File: src/rtl/quad_cmd_pkg.sv
// Shared opcodes, response codes, sequencer state and debug view.
package quad_cmd_pkg;

    localparam logic [7:0] SET_PITCH  = 8'h02;
    localparam logic [7:0] SET_ROLL   = 8'h03;
    localparam logic [7:0] SET_YAW    = 8'h04;
    localparam logic [7:0] SET_THRST  = 8'h05;
    localparam logic [7:0] CALIBRATE  = 8'h06;
    localparam logic [7:0] EMER_LAND  = 8'h07;
    localparam logic [7:0] MOTORS_OFF = 8'h08;

    localparam logic [7:0] POS_ACK    = 8'hA5;

    typedef enum logic [2:0] {
        ST_IDLE,
        ST_SEND,
        ST_WAIT_RESP,
        ST_CLR,
        ST_RETIRE
    } seq_state_t;

    // Debug view of the sequencer for checkers and waveform reading.
    typedef struct packed {
        seq_state_t state;
        logic       sent_seen;  // cmd_sent observed during the current attempt
        logic [7:0] retry;
    } seq_dbg_t;

    // Attempts made = retries + 1, saturating at 3 to fit the status field.
    function automatic logic [1:0] sat_tries(input logic [7:0] retry);
        if (retry >= 8'd2) return 2'd3;
        else               return retry[1:0] + 2'd1;
    endfunction

endpackage

File: src/rtl/cmd_fifo.sv
// Synchronous FIFO holding queued commands. A push and a pop in the same
// cycle are both honoured, even when full. flush_i empties it and drops any
// push in that cycle.
module cmd_fifo #(
    parameter int WIDTH = 24,
    parameter int DEPTH = 4
) (
    input  logic             clk_i,
    input  logic             rst_i,
    input  logic             flush_i,
    input  logic             push_i,
    input  logic [WIDTH-1:0] din_i,
    input  logic             pop_i,
    output logic [WIDTH-1:0] dout_o,
    output logic             full_o,
    output logic             empty_o,
    output logic             ovf_o
);
    localparam int AW = (DEPTH > 1) ? $clog2(DEPTH) : 1;

    logic [WIDTH-1:0] mem_q [DEPTH];
    logic [AW-1:0]    wr_ptr_q, rd_ptr_q;
    logic [AW:0]      count_q;
    logic             do_push, do_pop;

    assign full_o  = (count_q == (AW+1)'(DEPTH));
    assign empty_o = (count_q == '0);
    assign do_pop  = pop_i && !empty_o && !flush_i;
    assign do_push = push_i && !flush_i && (!full_o || do_pop);
    assign ovf_o   = push_i && !flush_i && full_o && !do_pop;
    assign dout_o  = mem_q[rd_ptr_q];

    // Storage array: written on an accepted push, no reset needed.
    always_ff @(posedge clk_i) begin
        if (do_push) mem_q[wr_ptr_q] <= din_i;
    end

    // Pointers and occupancy.
    always_ff @(posedge clk_i or posedge rst_i) begin
        if (rst_i) begin
            wr_ptr_q <= '0;
            rd_ptr_q <= '0;
            count_q  <= '0;
        end else if (flush_i) begin
            wr_ptr_q <= '0;
            rd_ptr_q <= '0;
            count_q  <= '0;
        end else begin
            if (do_push) wr_ptr_q <= wr_ptr_q + AW'(1);
            if (do_pop)  rd_ptr_q <= rd_ptr_q + AW'(1);
            case ({do_push, do_pop})
                2'b10:   count_q <= count_q + (AW+1)'(1);
                2'b01:   count_q <= count_q - (AW+1)'(1);
                default: count_q <= count_q;
            endcase
        end
    end

endmodule

File: src/rtl/remote_cmd_sequencer.sv
// Sequences queued host commands through the RemoteComm send/response
// handshake, retrying on NAK or timeout and reporting per-command status.
// Handshake: send_cmd is a one-cycle strobe with cmd/data held for the whole
// attempt; resp_rdy stays high until acknowledged by a one-cycle clr_resp_rdy.
module remote_cmd_sequencer
    import quad_cmd_pkg::*;
#(
    parameter int DEPTH        = 4,
    parameter int RESP_TIMEOUT = 1000000,
    parameter int CAL_TIMEOUT  = 4000000,
    parameter int MAX_RETRY    = 2
) (
    input  logic        clk,
    input  logic        rst,
    input  logic        push,
    input  logic [7:0]  push_cmd,
    input  logic [15:0] push_data,
    output logic        full,
    output logic        ovf,
    input  logic        abort,
    output logic [7:0]  cmd,
    output logic [15:0] data,
    output logic        send_cmd,
    input  logic        cmd_sent,
    input  logic        resp_rdy,
    input  logic [7:0]  resp,
    output logic        clr_resp_rdy,
    output logic        busy,
    output logic        done,
    output logic        done_ok,
    output logic [7:0]  done_resp,
    output logic [1:0]  done_tries,
    output seq_dbg_t    dbg
);
    seq_state_t  state_q, state_d;
    logic [7:0]  cmd_q, cmd_d;
    logic [15:0] data_q, data_d;
    logic [31:0] timer_q, timer_d;
    logic [7:0]  retry_q, retry_d;
    logic [7:0]  done_resp_q, done_resp_d;
    logic        done_ok_q, done_ok_d;
    logic [1:0]  done_tries_q, done_tries_d;
    logic        sent_seen_q, sent_seen_d;

    logic [23:0] head;
    logic        fifo_empty;
    logic        fifo_pop;
    logic        fail;

    cmd_fifo #(
        .WIDTH(24),
        .DEPTH(DEPTH)
    ) u_fifo (
        .clk_i  (clk),
        .rst_i  (rst),
        .flush_i(abort),
        .push_i (push),
        .din_i  ({push_cmd, push_data}),
        .pop_i  (fifo_pop),
        .dout_o (head),
        .full_o (full),
        .empty_o(fifo_empty),
        .ovf_o  (ovf)
    );

    assign cmd        = cmd_q;
    assign data       = data_q;
    assign busy       = (state_q != ST_IDLE);
    assign done_ok    = done_ok_q;
    assign done_resp  = done_resp_q;
    assign done_tries = done_tries_q;
    assign dbg        = '{state: state_q, sent_seen: sent_seen_q, retry: retry_q};

    // Next-state, strobes and retry decision; abort overrides everything.
    always_comb begin
        state_d      = state_q;
        cmd_d        = cmd_q;
        data_d       = data_q;
        timer_d      = timer_q;
        retry_d      = retry_q;
        done_resp_d  = done_resp_q;
        done_ok_d    = done_ok_q;
        done_tries_d = done_tries_q;
        sent_seen_d  = sent_seen_q;
        fifo_pop     = 1'b0;
        send_cmd     = 1'b0;
        clr_resp_rdy = 1'b0;
        done         = 1'b0;
        fail         = 1'b0;

        if (abort) begin
            state_d = ST_IDLE;
        end else begin
            case (state_q)
                ST_IDLE: begin
                    // Drain any stale response left over from an aborted command.
                    clr_resp_rdy = resp_rdy;
                    if (!fifo_empty) begin
                        cmd_d   = head[23:16];
                        data_d  = head[15:0];
                        retry_d = '0;
                        state_d = ST_SEND;
                    end
                end
                ST_SEND: begin
                    send_cmd    = 1'b1;
                    timer_d     = (cmd_q == CALIBRATE) ? 32'(CAL_TIMEOUT) : 32'(RESP_TIMEOUT);
                    sent_seen_d = 1'b0;
                    state_d     = ST_WAIT_RESP;
                end
                ST_WAIT_RESP: begin
                    timer_d = timer_q - 32'd1;
                    if (cmd_sent) sent_seen_d = 1'b1;
                    // A response on the final timer cycle still counts.
                    if (resp_rdy) begin
                        done_resp_d = resp;
                        state_d     = ST_CLR;
                    end else if (timer_q <= 32'd1) begin
                        done_resp_d = 8'h00;
                        fail        = 1'b1;
                    end
                end
                ST_CLR: begin
                    clr_resp_rdy = 1'b1;
                    if (done_resp_q == POS_ACK) begin
                        done_ok_d    = 1'b1;
                        done_tries_d = sat_tries(retry_q);
                        state_d      = ST_RETIRE;
                    end else begin
                        fail = 1'b1;
                    end
                end
                ST_RETIRE: begin
                    done     = 1'b1;
                    fifo_pop = 1'b1;
                    state_d  = ST_IDLE;
                end
                default: state_d = ST_IDLE;
            endcase

            if (fail) begin
                if (retry_q < 8'(MAX_RETRY)) begin
                    retry_d = retry_q + 8'd1;
                    state_d = ST_SEND;
                end else begin
                    done_ok_d    = 1'b0;
                    done_tries_d = sat_tries(retry_q);
                    state_d      = ST_RETIRE;
                end
            end
        end
    end

    // State, latched command, timer, retry count and status registers.
    always_ff @(posedge clk or posedge rst) begin
        if (rst) begin
            state_q      <= ST_IDLE;
            cmd_q        <= '0;
            data_q       <= '0;
            timer_q      <= '0;
            retry_q      <= '0;
            done_resp_q  <= '0;
            done_ok_q    <= 1'b0;
            done_tries_q <= '0;
            sent_seen_q  <= 1'b0;
        end else begin
            state_q      <= state_d;
            cmd_q        <= cmd_d;
            data_q       <= data_d;
            timer_q      <= timer_d;
            retry_q      <= retry_d;
            done_resp_q  <= done_resp_d;
            done_ok_q    <= done_ok_d;
            done_tries_q <= done_tries_d;
            sent_seen_q  <= sent_seen_d;
        end
    end

endmodule

File: config.mk
export PLATFORM = sky130hd
export DESIGN_NAME = remote_cmd_sequencer
export DESIGN_NICKNAME = d
export VERILOG_FILES = /design/src/rtl/quad_cmd_pkg.sv /design/src/rtl/cmd_fifo.sv /design/src/rtl/remote_cmd_sequencer.sv
export SDC_FILE = /design/constraint.sdc
export NUM_CORES = 1
export LEC_CHECK = 0
export ABC_AREA = 1
export ABC_CLOCK_PERIOD_IN_PS = 3200
export BUFFER_PORTS_ARGS = -buffer_cell sky130_fd_sc_hd__buf_2
export CORE_MARGIN = 2
export CORE_UTILIZATION = 40
export CTS_BUF_LIST = sky130_fd_sc_hd__clkbuf_16
export DETAILED_ROUTE_END_ITERATION = 16
export REMOVE_ABC_BUFFERS = 1
export SYNTH_ARGS = -nofsm -noshare
export SYNTH_HDL_FRONTEND = slang
export SYNTH_SLANG_ARGS = --single-unit
File: constraint.sdc
create_clock -name clk -period 3.2 [get_ports clk]
set_input_delay 0.16 -clock clk [delete_from_list [all_inputs] [get_ports clk]]
set_output_delay 0.16 -clock clk [all_outputs]
set_load 0.1 [all_outputs]
**Yosys cells after proc, flatten, opt, wreduce, memory -nomap -nowiden**

Memories as Yosys holds them, arrays and structs flattened. A register that Yosys moved wholly into a read port is not among the register bits.
Cells that the tools add are included.

- Flip-flop bits (word level): 62
- RAM bits: 96
- Bits of input ports: 38
- Output and inout port bits: 53
- Word-level logic and storage cells: 105
- Memories kept: 1

- $add $sub $neg: 7
- Order comparisons: 3
- Equality and inequality tests: 13
- Mux-type cells: 45
- Bitwise operators: 2
- Reductions and logical operators: 24

Memories:

| memory | words | width | rd ports | clocked after memory_dff | wr ports | RTL line | RTL |
|---|---|---|---|---|---|---|---|
| u_fifo.mem_q | 4 | 24 | 1 | 1 | 1 | cmd_fifo.sv:21 | `logic [WIDTH-1:0] mem_q [DEPTH];` |

Operators by type and width:

| operator | number |
|---|---|
| one-hot mux 32 bit (2 select lines) | 1 |
| 2-to-1 mux 8 bit | 6 |
| <= comparator 32 x 1 -> 1 bit, second input constant | 1 |
| subtractor 32 x 1 -> 32 bit, second input constant | 1 |
| 2-to-1 mux 22 bit | 1 |
| 2-to-1 mux 3 bit | 7 |
| 2-to-1 mux 2 bit | 9 |
| 2-to-1 mux 1 bit | 16 |
| inequality test 4 bit, second input constant | 3 |
| one-hot mux 3 bit (4 select lines) | 1 |
| AND reduction 3 bit | 4 |
| adder 8 x 1 -> 8 bit, second input constant | 1 |
| equality test 8 x 3 -> 1 bit, second input constant | 1 |
| equality test 8 bit, second input constant | 1 |
| >= comparator 8 x 2 -> 1 bit, second input constant | 1 |
| < comparator 8 x 2 -> 1 bit, second input constant | 1 |
| nonzero test 2 bit | 4 |
| adder 2 x 1 -> 2 bit, second input constant | 3 |
| equality test 3 x 2 -> 1 bit, second input constant | 2 |
| equality test 3 bit, second input constant | 2 |
| logical AND 1 bit | 6 |
| zero test 3 bit | 2 |
| one-hot mux 1 bit (2 select lines) | 3 |
| one-hot mux 3 bit (2 select lines) | 1 |
| 11 further kinds | 16 |

**Logic depth before layout (Yosys ltp)**

Gate-level depths: netlist (run 1).

- Depth after elaboration: 10
- Mapped depth: 12
- Gate-level depth less buffers: 12

**By module**

A second synthesis (run 1) with hierarchy kept.

- Cells, all modules: 789
- Area total of the unflattened synthesis: 8201.6 µm²

By module, submodules not included:

| module | times used | cells each | area each (µm²) | seq. area each (µm²) |
|---|---|---|---|---|
| cmd_fifo | 1 | 301 | 4112.7 | 3057.9 |
| remote_cmd_sequencer | 1 | 488 | 4088.9 | 1976.9 |

**Worst setup path after synthesis (run 1)**

No wires, ideal clock.

- Path kind: reg-to-output
- Start: register u_fifo.count_q[0]
- End: output ovf
- Arrival: 4.963 ns
- Required time: 3.040 ns
- Path slack: -1.923 ns
- Cell stages (with the launch flop): 4
- Buffers on the path: 0
- Cells stage by stage: dfrtp_1 -> nor3_1 -> nand2_1 -> nor3_1

- Elaborated cells on any way between the ends: 8
- Those cells by class: 1 x eq/ne; 7 x reduce/logical

RTL lines:

| element | RTL line | RTL |
|---|---|---|
| start: declaration | cmd_fifo.sv:23 | `logic [AW:0] count_q;` |
| start signal: assignment | cmd_fifo.sv:52 | `2'b10: count_q <= count_q + (AW+1)'(1);` |
| start signal: assignment | cmd_fifo.sv:53 | `2'b01: count_q <= count_q - (AW+1)'(1);` |
| start signal: assignment | cmd_fifo.sv:54 | `default: count_q <= count_q;` |
| equality test 3 bit | cmd_fifo.sv:26 | `assign full_o = (count_q == (AW+1)'(DEPTH));` |
| via full | remote_cmd_sequencer.sv:18 | `output logic full,` |
| logical AND 1 bit (2 in series) | cmd_fifo.sv:30 | `assign ovf_o = push_i && !flush_i && full_o && !do_pop;` |
| end: declaration | remote_cmd_sequencer.sv:19 | `output logic ovf,` |

The timed path passes the listed nets, and every way through them passes these cells.

**Final worst setup path (run 1)**

- Start: register u_fifo.count_q[0]
- End: output ovf

- Word-level cells in the longest chain between the ends: 6
- Elaborated cells on any way between the ends: 8
- Those cells by class: 1 x eq/ne; 7 x reduce/logical

RTL lines:

| element | RTL line | RTL |
|---|---|---|
| zero test 3 bit | cmd_fifo.sv:27 | `assign empty_o = (count_q == '0);` |
| zero test 1 bit | cmd_fifo.sv:28 | `assign do_pop = pop_i && !empty_o && !flush_i;` |
| logical AND 1 bit (2 in series) | cmd_fifo.sv:28 |  |
| zero test 1 bit | cmd_fifo.sv:30 |  |
| logical AND 1 bit * | cmd_fifo.sv:30 |  |

Every way passes the cells marked *; elsewhere a longest branch is shown, timed or not.

==> results of run 1 <==
[worst max-delay path by stage]
stage / from / endpoint / slack (ns) / depth (start not counted)
3_3_place_gp: abort / u_fifo.mem_q[2][7]$_DFFE_PP_ / 1.13 / 7
5_1_grt: state_q[0]$_DFFE_PP0P_ / cmd[5]$_DFFE_PP0P_ / 0.88 / 8
6_report: u_fifo.count_q[0]$_DFFE_PP0P_ / ovf / 1.09 / 4
4_1_cts: u_fifo.count_q[0]$_DFFE_PP0P_ / ovf / 1.0 / 4
3_5_place_dp: abort / u_fifo.mem_q[2][5]$_DFFE_PP_ / 1.11 / 7
2_1_floorplan: u_fifo.count_q[0]$_DFFE_PP0P_ / ovf / -1.92 / 3
[report_power, final]
part,switching (mW),internal [mW]
Sequential,0.266,2.83
Clock,1.03,1.07
Combinational,2.86,0.630
[layout make-up]
type	instances	area, um2	area share
Clock buffer	17	425	0.0426
Clock inverter	15	194	0.0194
Inverter	88	343	0.0343
Tap cell	270	338	0.0338
Timing Repair Buffer	137	901	0.0901
Sequential cell	182	5030	0.504
Multi-Input combinational cell	546	2760	0.276
[per-stage QoR]
stage                     area, um2  power, mW  TNS [ns]
after floorplan                8120       5.92    -49.60
after global routing           9990       9.12         0
after detailed placement       9030       6.61         0
final                          9990       8.69         0
after CTS                      9990       8.76         0
after global placement         9030       6.60         0
[timing repair]
action | 4_1_cts | 5_1_grt
resized for setup | 0 | 0
hold buffers | 34 | 0
endpoints found under the hold margin | 151 | 0
[Yosys cell counts, types with 8 or more instances]
library cell	instances	area, um2
nor3_1	15	75.1
nor2_1	182	683
a21oi_1	18	90.1
nand2_1	102	383
o21ai_0	78	390
nor2_2	10	62.6
dfrtp_1	86	2150
clkbuf_1	16	60.1
edfxtp_1	96	2880
inv_1	80	300
buf_2	9	45.0
nand4_1	13	81.3
xor2_1	9	78.8
a31oi_1	26	163
nand3_1	35	175
ha_1	8	100
[sequential cells by signal (all words and copies together) (netlist names)]
register / count
retry_q: 8
cmd: 8
sent_seen_q: 1
done_tries: 2
data: 16
timer_q: 32
u_fifo.rd_ptr_q: 2
state_q: 3
done_ok: 1
done_resp: 8
u_fifo.count_q: 3
u_fifo.mem_q: 96
u_fifo.wr_ptr_q: 2
[routing by layer]
metal / share of wire / vias to the layer above / track usage
met5: 0 / - / 0
met4: 0.0081 / 0 / 0.0452
met3: 0.058 / 12 / 0.0380
met2: 0.48 / 149 / 0.294
met1: 0.45 / 2889 / 0.239
li1: - / 3097 / -
[worst reg2reg max path: stages, from the launching register on]
cell and delay, ns:
dfrtp_1 0.44, nor2_4 0.15, nand2_2 0.22, nor2_4 0.39, nor2_2 0.23, nor2_1 0.27, nand4_1 0.13, nand2_1 0.08
nor2_1 0.06
[cells by family (layout without fill, tap and decap cells)]
logic type / count (synthesis) / after routing / synth area share
mux: 1 / 1 / 0.00121
fa+ha+maj: 9 / 9 / 0.0145
xor+xnor: 11 / 11 / 0.0116
flops: 182 / 182 / 0.608
simple gates: 385 / 385 / 0.213
compound gates: 140 / 140 / 0.0918
buf+inv: 120 / 257 / 0.0606
==> results.txt, run 1 <==
- The run finished with clean final reports.
- Most used DFF post-synth: edfxtp_1
- Core footprint: just over 20000 um2
* Critical Path Source Type: flop
* Wirelength per Cell: 14.8 um
* Critical Path AT: 1.95 ns
- At the pin with the least slew margin, the transition time is 0.666 ns.
* Port-buffer cells: 90
- Commonest cells after routing, fill and taps aside: 178 x nor2_1, 102 x nand2_1, 96 x edfxtp_1, 90 x buf_2, 86 x dfrtp_1
- Largest stage delay on the critical path: approximately 0.47 ns
- Fin worst setup slack: 1.09 ns
- In this run the critical register-to-register path is captured at timer_q[27]$_DFFE_PP0P_.
- In the final layout, the share of cells above drive strength 1 is 0.184.
- Number of buffers between clock root and the deepest sink: 2
- After clock tree synthesis, the clock-pin slew on the worst setup and hold paths is 0.08 ns.
* Site row count: between 50 and 60
* Count of max-cap constraint violations: 0
* Unique masters post-synth: 47
- In this run the clock root is driven by a clkbuf_16.
- In this run, synthesis inferred between 90 and 100 flip-flops with an integrated enable.
* Worst hold start: resp_rdy
- Between clock sinks in the finished design, the worst skew comes to 0.0130 ns.
* Most frequent CP cell: nor3_1
- Flops & latches, synth: 182
- TritonRoute pass-1 iters: 5
* Antenna violations before repair: 0
* N_diodes: 0
- Post-route insts no fill: roughly 1300
- Worst min path class: input pin to flop
- Setup repair bufs after CTS: 0
- Maximum number of pins on one net before global-route repair: 52
- Unrepaired setup endpoints after global routing: no
- The startpoint identified for the worst register-to-register timing path is state_q[2]$_DFFE_PP0P_.
* Initial detailed-routing violation count: 387
- For the worst flop-to-flop path, the logic depth is 8.
- In this design, the largest share of critical-path delay is due to simple AND/OR/NAND/NOR gates.
- In this run the remaining antenna-violating nets after routing total 0.
- DIE HEIGHT: 148 um
- Number of instances in the placed design: approximately 1200
- Hold violation count in the final report: 0
* Via count: 6147
* First-pass GRT wire length: 30300 um
- Number of buffers inserted during clock tree synthesis: 17
- Horizontal die dimension: 148 um
* Register-to-register setup slack: 1.11 ns
* Normalized max-slew margin: 0.555
* Cell count after synthesis: 848
* Clk_lat worst skew: 0.43 ns
* Setup CP Type: flop to output port
- Endpoint kind of the worst setup timing path: output port
- After detailed routing, the number of vias per cell comes to between 4 and 5.
- The analysis attributes to cell leakage a power of between 4 and 5 nW.
- Post-route core utilization: 0.492
- Slowest cell on crit path: buf_2
* H-tree Lvls: 4
- On the final layout, the worst hold slack is 0.0767 ns.
- In this run the count of I/O pins placed on the die edge is 91.
* Setup violations, final: 0
- Worst slack after detailed placement: 1.11 ns
- In the synthesized netlist the async set-or-reset flop fraction comes to 0.473.
- Final worst path period share: 0.659
- Gp weighted congestion: around 0.83
- Remaining design rule violation count: 0
- Worst Hold Path EP: done_resp[3]$_DFFE_PP0P_
- Post-Syn Area: roughly 8300 um2
- During synthesis, Yosys emitted a total of 0 warnings.
* Cell breakdown of the critical path: nor3_1 > nand2_1 > nor3_1 > buf_2
* Via count of the first global-routing pass: 5813
- Relative to the synthesized area, the layout overhead comes to 20.6%.
* Overflow left after global routing: 0
- TritonCTS built the clock tree.
- The worst hold path passes through 3 cells.
* DIE AREA: 21900 um2
* Post-detailed-placement half-perimeter wirelength: 12200 um
- Crit Path Max Fanout: 4
- Across every metal layer, demand over resource in global routing totals 0.178.
- Worst vdd rail ir drop: 0.567 mV
* Net total in the final layout: 1019
- Final period demand of the worst path: 2.11 ns
- A synthesized cell averages 9.77 um2.
- The library cell used most frequently in the layout, excluding fill and tap cells, is nor2_1.
* Total power density per cell area: ~870 nW/um2
- The layout has 1912 filler cells.
* Number of buffer and inverter instances along the worst setup path: 1
- Of the synthesized area, sequential elements account for 0.608.
- For the worst setup path, the data required time is ~3 ns.
- Sum of routed wire length over all layers: 18600 um
- Based on the critical path, the design can be clocked at up to 0.474 GHz.
- Number of clock sinks: 182
- Final Max Slew Viols: 0
- Effective utilization at floorplan: 0.408
(Power assumes the default switching activity.)
==> run 2: changes to the inputs <==
--- a/config.mk
+++ b/config.mk
@@ -6,7 +6,7 @@
 export NUM_CORES = 1
 export LEC_CHECK = 0
 export ABC_AREA = 1
-export ABC_CLOCK_PERIOD_IN_PS = 3200
+export ABC_CLOCK_PERIOD_IN_PS = 1900
 export BUFFER_PORTS_ARGS = -buffer_cell sky130_fd_sc_hd__buf_2
 export CORE_MARGIN = 2
 export CORE_UTILIZATION = 40
==> constraint.sdc (replaced) <==
create_clock -name clk -period 1.9 [get_ports clk]
set_input_delay 0.095 -clock clk [delete_from_list [all_inputs] [get_ports clk]]
set_output_delay 0.095 -clock clk [all_outputs]
set_load 0.1 [all_outputs]
==> results.txt, run 2 (same netlist as run 1, synthesis figures left out) <==
- Run status: finished, final reports clean
- The area after detailed placement is 9300 um2 (+2.9%).
- The worst-path maximum fanout is 3 (-1).
- The critical path is of the flop to flop type.
- Remaining design rule violation count: 0 (unchanged)
* Antenna violations before repair: 0 (unchanged)
- Largest register FFs: 96 (unchanged)
* Layout-stage area growth over the synthesis result: 24.9%
- The library cells used most frequently in the layout, excluding fill and tap cells, are 175 x nor2_1, 100 x nand2_1, 96 x edfxtp_1, 87 x buf_2, 83 x dfrtp_1.
* Final worst path period share: 0.967
- Maximum number of pins on one net before global-route repair: 40 (-23%)
- Clock slew at the register clock pins of the worst setup and hold paths: 0.07 ns (about the same)
- Highest Clock Rate: 0.544 GHz
- N_diodes: 0 (unchanged)
- The critical path ends at u_fifo.count_q[2]$_DFFE_PP0P_.
- Endpoint kind of the worst setup timing path: flop
- The reported max-cap violation count was 0 (unchanged).
* Unrepaired setup endpoints after global routing: yes
- Most used routing layer in global routing: met2
- Site row count: 52 (unchanged)
- The maximum ir drop on the vdd rail came to 0.954 mV (+68%).
- Grt met2 use: 0.303 (+0.00837)
* FF-to-FF Start: u_fifo.count_q[2]$_DFFE_PP0P_
* Capture point of the worst reg-to-reg path: u_fifo.count_q[2]$_DFFE_PP0P_
- The met1 demand-to-capacity share in global routing was 0.234 (-0.00554).
* Timing startpoint of the critical path: u_fifo.count_q[2]$_DFFE_PP0P_
- The number of antenna-violating nets in the routed design was 0 (unchanged).
- The switching power of the nets came to 6.99 mW (+68%).
* Part of the total power dissipated in the clock network: 0.236 (-0.006)
- The final net count came to 1044 (+2.5%).
* Number of buffer and inverter instances along the worst setup path: 3 (+2)
- The number of setup buffers added after CTS was 0 (unchanged).
- Internal power: 7.93 mW (+75%)
- The effective utilization at floorplan came to 0.408 (unchanged).
- Worst R2R Path Depth: 10 (+2)
* Port-buffer cells: 90 (unchanged)
* TritonCTS clock tree: done
- The detailed-route vias per instance was 4.87 (-0.53%).
- The number of clock sinks is 182 (unchanged).
- The path class of the tightest hold or removal check is input pin to flop.
* DIE AREA: 21900 um2 (unchanged)
* Share of total power in sequential cells: 0.349 (-0.008)
- Traced cell by cell, the critical path runs through inv_2 > nand2_1 > inv_2 > nor2_2 > nand2_1 > inv_1 > fa_1 > xor2_1 > xor2_1 > o22ai_1.
* Worst hold margin: 0.0214 ns (-0.0553 ns)
- The clock latency at the later pin of the worst-skew pair is 0.43 ns (about the same).
- The power density relative to cell area was 1440 nW/um2 (+66%).
- The via count of the routed design came to 6236 (+1.4%).
- The headroom to the max-slew limit was 0.602 (+0.0468).
- The met3 track demand over resource was 0.0429 (+0.00494).
- Comb pwr share: 0.416 (+0.015)
* Slew @ Worst Pin: 0.592 ns (-0.0740 ns)
- Critical path depth in cells: 10 (+6)
* DIE HEIGHT: 148 um (unchanged)
- The smallest clock period supported by the final layout is computed as 1.84 ns.
- The wire length of the first global-routing pass came to 30700 um (+1.2%).
- The clock buffer count from CTS came to 17 (unchanged).
- Register-to-register setup slack: 0.06 ns (-1.05 ns)
- The post-layout instance count excluding filler cells came to 1280 (+2.0%).
- The number of buffers between clock root and the deepest sink was 2 (unchanged).
- The final number of max-transition violations was 0 (unchanged).
- The maximum clock skew at final layout was 0.00829 ns (-0.00471 ns).
* Fraction of layout instances using a drive strength above 1: 0.214 (+0.0301)
- The chip width came to 148 um (unchanged).
- Number of top-level pins: 91 (unchanged)
- The via count of the first global-routing pass came to 6101 (+5.0%).
* Core footprint: 20300 um2 (unchanged)
* Hold violation count in the final report: 0 (unchanged)
* Overflow left after global routing: 0 (unchanged)
- Largest stage delay on the critical path: 0.40 ns (-0.07 ns)
- Number of instances in the placed design: 1210 (+1.8%)
- Critical Path AT: 2.15 ns (+0.20 ns)
- The H-tree depth came to 4 (unchanged).
- Wirelength per Cell: 14.6 um (-1.2%)
- Filler Cell Count: 1898 (-0.73%)
- Slowest cell on crit path: dfrtp_1
- The routability congestion estimate was 0.879 (+6.3%).
- Register bank with the most flops: u_fifo.mem_q
- Post-route core utilization: 0.510 (+0.0174)
- Sw frac: 0.469 (-0.00921)
- The routed wire length is 18700 um (+0.73%).
* Cell area after layout: 10300 um2 (+3.5%)
- Leaving out fill and tap cells, the most frequent cell in the layout is nor2_1.
* Post-detailed-placement half-perimeter wirelength: 12600 um (+3.1%)
- Critical Path Source Type: flop
* CP delay by family, top: flip-flops
- The number of iterations in the first detailed-routing pass is 5 (unchanged).
- Gr usage total: 0.178 (+0.000528)
* Static leakage power: 4.46 nW (+3.3%)
* Clock Tree Root: clkbuf_16
- The number of DRC markers after the initial detailed-route iteration is 363 (-6.2%).
- The setup-violating endpoint count in the final report came to 0 (unchanged).
- Critical path required time: 2.21 ns (-0.83 ns)
## run 2: changes by cell type in the layout (fill, tap and decap cells not counted), sizes merged
cell,previous run,this run
clkinvlp,2,0
bufinv,0,1
buf,103,124
dlygate4sd3,34,38
inv,93,94
## run 2: routing by layer
metal,vias to the layer above,share of wire
met1,2989,0.47
met3,7,0.042
met2,104,0.49
met4,0,0.0062
li1,3136,-
met5,-,0
## run 2: area by class of cell
type / instances / area, um2 / share of cell area
timing repair buffer: 162 / 1230 / 0.119
clock inverter: 15 / 168 / 0.0162
multi-input combinational: 546 / 2810 / 0.271
sequential: 182 / 5040 / 0.487
clock buffer: 17 / 425 / 0.0411
tap: 270 / 338 / 0.0326
inverter: 88 / 343 / 0.0331
## run 2: how the worst min path moves through the flow
stage                  start                  endpoint  slack (ns)  cells after the start
floorplan              abort    state_q[2]$_DFFE_PP0P_        0.16                      1
global placement         rst    timer_q[7]$_DFFE_PP0P_        0.17                      2
detailed placement       rst    timer_q[7]$_DFFE_PP0P_        0.18                      2
CTS                 resp_rdy  done_resp[7]$_DFFE_PP0P_       0.002                      3
global route        resp_rdy  done_resp[7]$_DFFE_PP0P_        0.01                      3
finish              resp_rdy  done_resp[7]$_DFFE_PP0P_        0.02                      3
## run 2: through the flow
stage / worst slack [ns] / setup TNS, ns / power (mW)
CTS: 0.0163 / 0 / 14.9
global placement: 0.164 / 0 / 11.3
global route: -0.0228 / -0.0467 / 15.6
finish: 0.0621 / 0 / 14.9
detailed placement: 0.118 / 0 / 11.3
floorplan: -3.16 / -276.33 / 9.97
## run 2: power groups by stage
stage	Sequential (mW)	Clock, mW	Combinational [mW]
floorplan	7.99	0	1.97
global placement	5.26	0	6.06
detailed placement	5.27	0	6.07
CTS	5.19	3.58	6.18
global route	5.27	3.75	6.60
finish	5.20	3.52	6.20
## run 2: worst min-delay path, cell delays in order
cell and delay (ns):
buf_2 0.17, nand3_1 0.10, nand2_1 0.05
## run 2: repair_timing
action / CTS / global route
endpoints found under the setup margin: 2 / 14
hold endpoints to repair: 142 / 0
pin swaps: 1 / 1
gates resized for setup: 5 / 20
hold buffers: 38 / 0
